[src/rtl/bindct_pkg.sv]
// Shared types and constants for the 2-D binDCT datapath.
// coef_t is the row-pass output format that travels through the transpose buffer.
package bindct_pkg;

  localparam int N = 8;
  localparam int DATA_WIDTH_DEFAULT = 18;

  typedef logic signed [DATA_WIDTH_DEFAULT-1:0] coef_t;

  typedef enum logic {
    RD_IDLE,
    RD_STREAM
  } rd_state_t;

endpackage

[src/rtl/bindct_bank.sv]
// One 8x8 coefficient bank of the transpose buffer.
// Rows are written whole; reads return one column, i.e. one lane taken from every row.
module bindct_bank
  import bindct_pkg::*;
#(
  parameter int DATA_WIDTH = DATA_WIDTH_DEFAULT
) (
  input  logic                           clk,
  input  logic                           wr_en,
  input  logic [2:0]                     wr_row,
  input  logic [N-1:0][DATA_WIDTH-1:0]   wr_data,
  input  logic [2:0]                     rd_col,
  output logic [N-1:0][DATA_WIDTH-1:0]   rd_data
);

  // Contents are deliberately not reset; the full flags in the top decide what is valid.
  logic [N-1:0][DATA_WIDTH-1:0] mem [N];

  always_ff @(posedge clk) begin
    if (wr_en) begin
      mem[wr_row] <= wr_data;
    end
  end

  for (genvar g = 0; g < N; g++) begin : g_col_mux
    assign rd_data[g] = mem[g][rd_col];
  end

endmodule

[src/rtl/bindct_transpose_buf.sv]
// Ping-pong 8x8 transpose buffer between the row and column binDCT passes.
// One bank fills with rows while the other drains as columns.
module bindct_transpose_buf
  import bindct_pkg::*;
#(
  parameter int DATA_WIDTH = DATA_WIDTH_DEFAULT
) (
  input  logic                           clk,
  input  logic                           rst,
  input  logic [N-1:0][DATA_WIDTH-1:0]   row_in,
  input  logic                           row_valid,
  output logic                           row_ready,
  output logic                           overflow,
  output logic [N-1:0][DATA_WIDTH-1:0]   col_out,
  output logic                           col_valid,
  input  logic                           col_ready,
  output logic [2:0]                     col_idx,
  output logic                           col_last
);

  logic                         wr_bank;
  logic                         rd_bank;
  logic [2:0]                   wr_row;
  logic [2:0]                   rd_col;
  logic [1:0]                   full;
  logic [1:0]                   full_next;
  rd_state_t                    rd_state;
  rd_state_t                    rd_state_next;
  logic                         row_acc;
  logic                         col_xfer;
  logic                         wr_done;
  logic                         rd_done;
  logic [N-1:0][DATA_WIDTH-1:0] bank_data [2];

  assign row_ready = !full[wr_bank];
  assign row_acc   = row_valid && row_ready;
  assign wr_done   = row_acc && (wr_row == 3'd7);
  assign col_valid = (rd_state == RD_STREAM);
  assign col_xfer  = col_valid && col_ready;
  assign rd_done   = col_xfer && (rd_col == 3'd7);

  for (genvar b = 0; b < 2; b++) begin : g_bank
    bindct_bank #(
      .DATA_WIDTH (DATA_WIDTH)
    ) u_bank (
      .clk     (clk),
      .wr_en   (row_acc && (wr_bank == 1'(b))),
      .wr_row  (wr_row),
      .wr_data (row_in),
      .rd_col  (rd_col),
      .rd_data (bank_data[b])
    );
  end

  // The read FSM looks at the flags as they will be after this edge, so a block
  // completing now streams next cycle and back-to-back blocks leave no bubble.
  always_comb begin
    full_next = full;
    if (wr_done) full_next[wr_bank] = 1'b1;
    if (rd_done) full_next[rd_bank] = 1'b0;
  end

  always_comb begin
    rd_state_next = rd_state;
    case (rd_state)
      RD_IDLE: begin
        if (full_next[rd_bank]) rd_state_next = RD_STREAM;
      end
      RD_STREAM: begin
        if (rd_done) rd_state_next = full_next[~rd_bank] ? RD_STREAM : RD_IDLE;
      end
      default: rd_state_next = RD_IDLE;
    endcase
  end

  always_ff @(posedge clk) begin
    if (rst) rd_state <= RD_IDLE;
    else     rd_state <= rd_state_next;
  end

  always_ff @(posedge clk) begin
    if (rst) begin
      wr_bank  <= 1'b0;
      wr_row   <= 3'd0;
      rd_bank  <= 1'b0;
      rd_col   <= 3'd0;
      full     <= 2'b00;
      overflow <= 1'b0;
    end else begin
      full <= full_next;
      if (row_acc) wr_row <= wr_row + 3'd1;
      if (wr_done) wr_bank <= ~wr_bank;
      if (col_xfer) rd_col <= rd_col + 3'd1;
      if (rd_done) rd_bank <= ~rd_bank;
      if (row_valid && !row_ready) overflow <= 1'b1;
    end
  end

  // Gate the column so nothing stale leaks out while idle.
  assign col_out  = col_valid ? bank_data[rd_bank] : '0;
  assign col_idx  = rd_col;
  assign col_last = col_valid && (rd_col == 3'd7);

endmodule
[config.mk]
export PLATFORM = sky130hd
export DESIGN_NAME = bindct_transpose_buf
export DESIGN_NICKNAME = d
export VERILOG_FILES = /design/src/rtl/bindct_pkg.sv /design/src/rtl/bindct_bank.sv /design/src/rtl/bindct_transpose_buf.sv
export SDC_FILE = /design/constraint.sdc
export NUM_CORES = 2
export LEC_CHECK = 0
export CORE_ASPECT_RATIO = 0.8
export CORE_MARGIN = 4
export CORE_UTILIZATION = 55
export CTS_BUF_LIST = sky130_fd_sc_hd__clkbuf_4
export DETAILED_ROUTE_END_ITERATION = 8
export PLACE_DENSITY = 0.83
export SKIP_LAST_GASP = 1
export SLEW_MARGIN = 20
export SYNTH_ARGS = -nofsm -noshare
export SYNTH_HDL_FRONTEND = slang
export SYNTH_SLANG_ARGS = --single-unit
[constraint.sdc]
create_clock -name clk -period 21 [get_ports clk]
set_clock_uncertainty 0.1 [all_clocks]
set_input_delay 2.1 -clock clk [delete_from_list [all_inputs] [get_ports clk]]
set_output_delay 2.1 -clock clk [all_outputs]
set_load 0.01 [all_outputs]
==> impl_metrics.yaml <==
status:
  status: "complete, no violations"
route:
  drtAntennaViolNets: 0
  vias: 49200
  drt_wl_total_mm: 225
  viasPerCell: 6.21
  drt_pass1_iterations: 6
  post_drt_wl_per_cell_microns: 28.3
  drc_errors: 0
  first_iter_violations: 6014
place:
  preCtsSetupSlack_ps: 12570
  gp_congestion: 0.768
  io_buffer_count: 298
  dp.cells: 7015
  hpwl_mm: 124
job:
  drv_cap: 0
critical_path:
  critical_path.top_delay_family: "buffers and inverters"
  cpPeakStageDelay_ps: 1040
  crit_top_cell: "buf_4"
  end_kind: "output port"
  path_max_fanout: 60
  required_ps: 18800
  critPathKind: "register to output port"
  crit_path_start_kind: "register"
  path_buf_inv: 5
  critPathArrivalTime_ps: 7620
  crit_slowest_cell: "dfxtp_4"
  path_cells: "buf_4, buf_4, buf_4, buf_4, mux2i_1, a22oi_1, nand2_1, o22ai_1, clkdlybuf4s50_1"
layout:
  final_common_cell: "edfxtp_1"
  final_cells: 7926
  drive_gt1_frac: 0.167
  multi_input_area_sq_um: 18400
  final_nets: 5611
  area_delta_synth_final_pct: 13.1
  fillers: 10900
  utilization: 0.630
  layout_common_cells: "2304 x edfxtp_1, 1109 x mux2i_1, 788 x clkbuf_4"
  regArea_sq_um: 69400
die:
  ios: 299
  initial_utilization: 0.557
  placeableCoreArea_sq_um: 160000
  dieArea_sq_um: 169000
  die_y_microns: 368
  die_x_microns: 458
  num_rows: 131
sta:
  finalWorstPathRequiredPeriod_ps: 9820
  drv_slew: 0
  worstMarginPinSlew_ps: 1270
  max_freq_ghz: 0.102
  setup_viol: 0
  whs_ps: 393
  rsz0062_at_grt: "false"
  hold_viol: 0
  tns_ps: 0
  finalCritPeriodShare: 0.468
  max_slew_margin: 0.154
  worst_slack_ps: 11180
power_and_ir_drop:
  power_leakage_nw: 30.9
  peakVddDrop_uv: 63.0
  power.density_nw_per_um2: 88.2
cts:
  clkLatencyLatePin_ps: 1310
  path_clk_slew_ps: 60
  clock_path_buffers: 4
  post_cts_resized: 0
  cts_buffers: 566
  cts-root-buf: "clkbuf_4"
  clkSinkCount: 2316
  post_cts_buffers: 0
  ctsHoldBuffers: 0
  htreeDepth: 6
  cts_tree: "built"
yosys:
  syn_nets: 4956
  synthXorXnorAreaFrac: 0.000393
  syn_area_sq_um: 89200
  synth_mux_area_frac: 0.130
  synth_edf_count: 2304
  postSynthCellCount: 4804
  synth_compound_area_frac: 0.0587
  seq_area_frac_synth: 0.778
  synth-main-ff-cell: "edfxtp_1"
  synth_fa_ha_area_frac: 0.000561
  synth_top_family_by_area: "multiplexers"
  syn_avg_cell_area_sq_um: 18.6
  synthArstFlopShare: 0
  synth-seq-cells: 2316
  yosys.area_share.simple: 0.0142
  yosysUniqueCellTypes: 35
  yosysWarnings: 0
global_route:
  first_global_vias: 50000
  grt_pass1_wl_mm: 325
  grt_max_degree: 151
  grt_usage: 0.263
  gr-total-overflow: 0
  antenna_found_initial: 28
hold_path:
  min_path_type: "register to register"
==> power breakdown <==
part           switching (mW)  internal (mW)
registers              0.0130           5.14
clock network            1.68           1.88
logic                   0.147         0.0383
total                    1.84           7.07
==> synthesized netlist by cell type (3+ instances only) <==
library cell  count  area share
edfxtp_1       2304        0.78
mux2i_1        1109        0.12
a22oi_1         532       0.045
nand2_1         280       0.012
o22ai_1         122      0.0086
clkbuf_1        111      0.0047
buf_4            76      0.0064
buf_2            73      0.0041
o21ai_1          43      0.0024
a221oi_1         22      0.0022
mux4_2           22      0.0056
buf_6            17      0.0021
nor2_1           14     0.00059
dfxtp_1          12      0.0027
buf_1            11     0.00046
nor3_1            9     0.00050
nand3_1           7     0.00039
a21oi_1           5     0.00028
ha_1              4     0.00056
inv_1             4     0.00017
a31oi_1           3     0.00021
clkbuf_4          3     0.00025
nand2b_1          3     0.00021
==> worst register-to-register path, delay by kind of cell (launching register included) <==
kind          cells  cell delay, ps
buf+inv           2            1670
simple gates      2            1150
flops             1             690
==> cells by family after synthesis <==
kind of cell	Yosys count
AND/OR/NAND/NOR	323
buffers and inverters	295
flip-flops	2316
AO/OA/AOI/OAI	731
multiplexers	1131
adder cells (fa/ha/maj)	4
XOR/XNOR	4
==> routing by layer <==
metal	share of wire	vias up	GRT usage
li1	-	21100	-
met2	0.45	2898	0.397
met4	0.033	16	0.104
met3	0.12	472	0.0813
met1	0.39	24800	0.361
met5	0.00046	-	0
==> final cells by class <==
cell class	count	area share
Sequential cell	2316	0.688
Inverter	4	0.000149
Antenna cell	17	0.000421
Tap cell	2128	0.0264
Timing Repair Buffer	378	0.0372
Clock buffer	788	0.0586
Multi-Input combinational cell	2193	0.182
Clock inverter	102	0.00787
==> worst paths after layout <==
kind	from	end	slack, ps	cells after the start
worst max-delay path	col_idx[0]	col_out[78]	11180	9
worst min register to register	overflow	overflow	390	2
worst min-delay path	overflow	overflow	390	2
worst max register to register	wr_row[1]	g_bank[0].u_bank.mem[7][128]	16840	4
==> sequential cells by signal (all words and copies together), names as in the netlist <==
name               count
rd_bank                1
overflow               1
wr_row                 3
col_valid              1
wr_bank                1
g_bank.u_bank.mem   2304
col_idx                3
full                   2
==> through the flow <==
stage | power (mW) | instance area [sq um]
final | 8.91 | 101000
after floorplan | 5.31 | 89200
after global placement | 5.43 | 94100
after global routing | 9.26 | 101000
after detailed placement | 5.44 | 94100
after CTS | 8.98 | 101000
No activity file was read; power rests on OpenSTA's default activity.
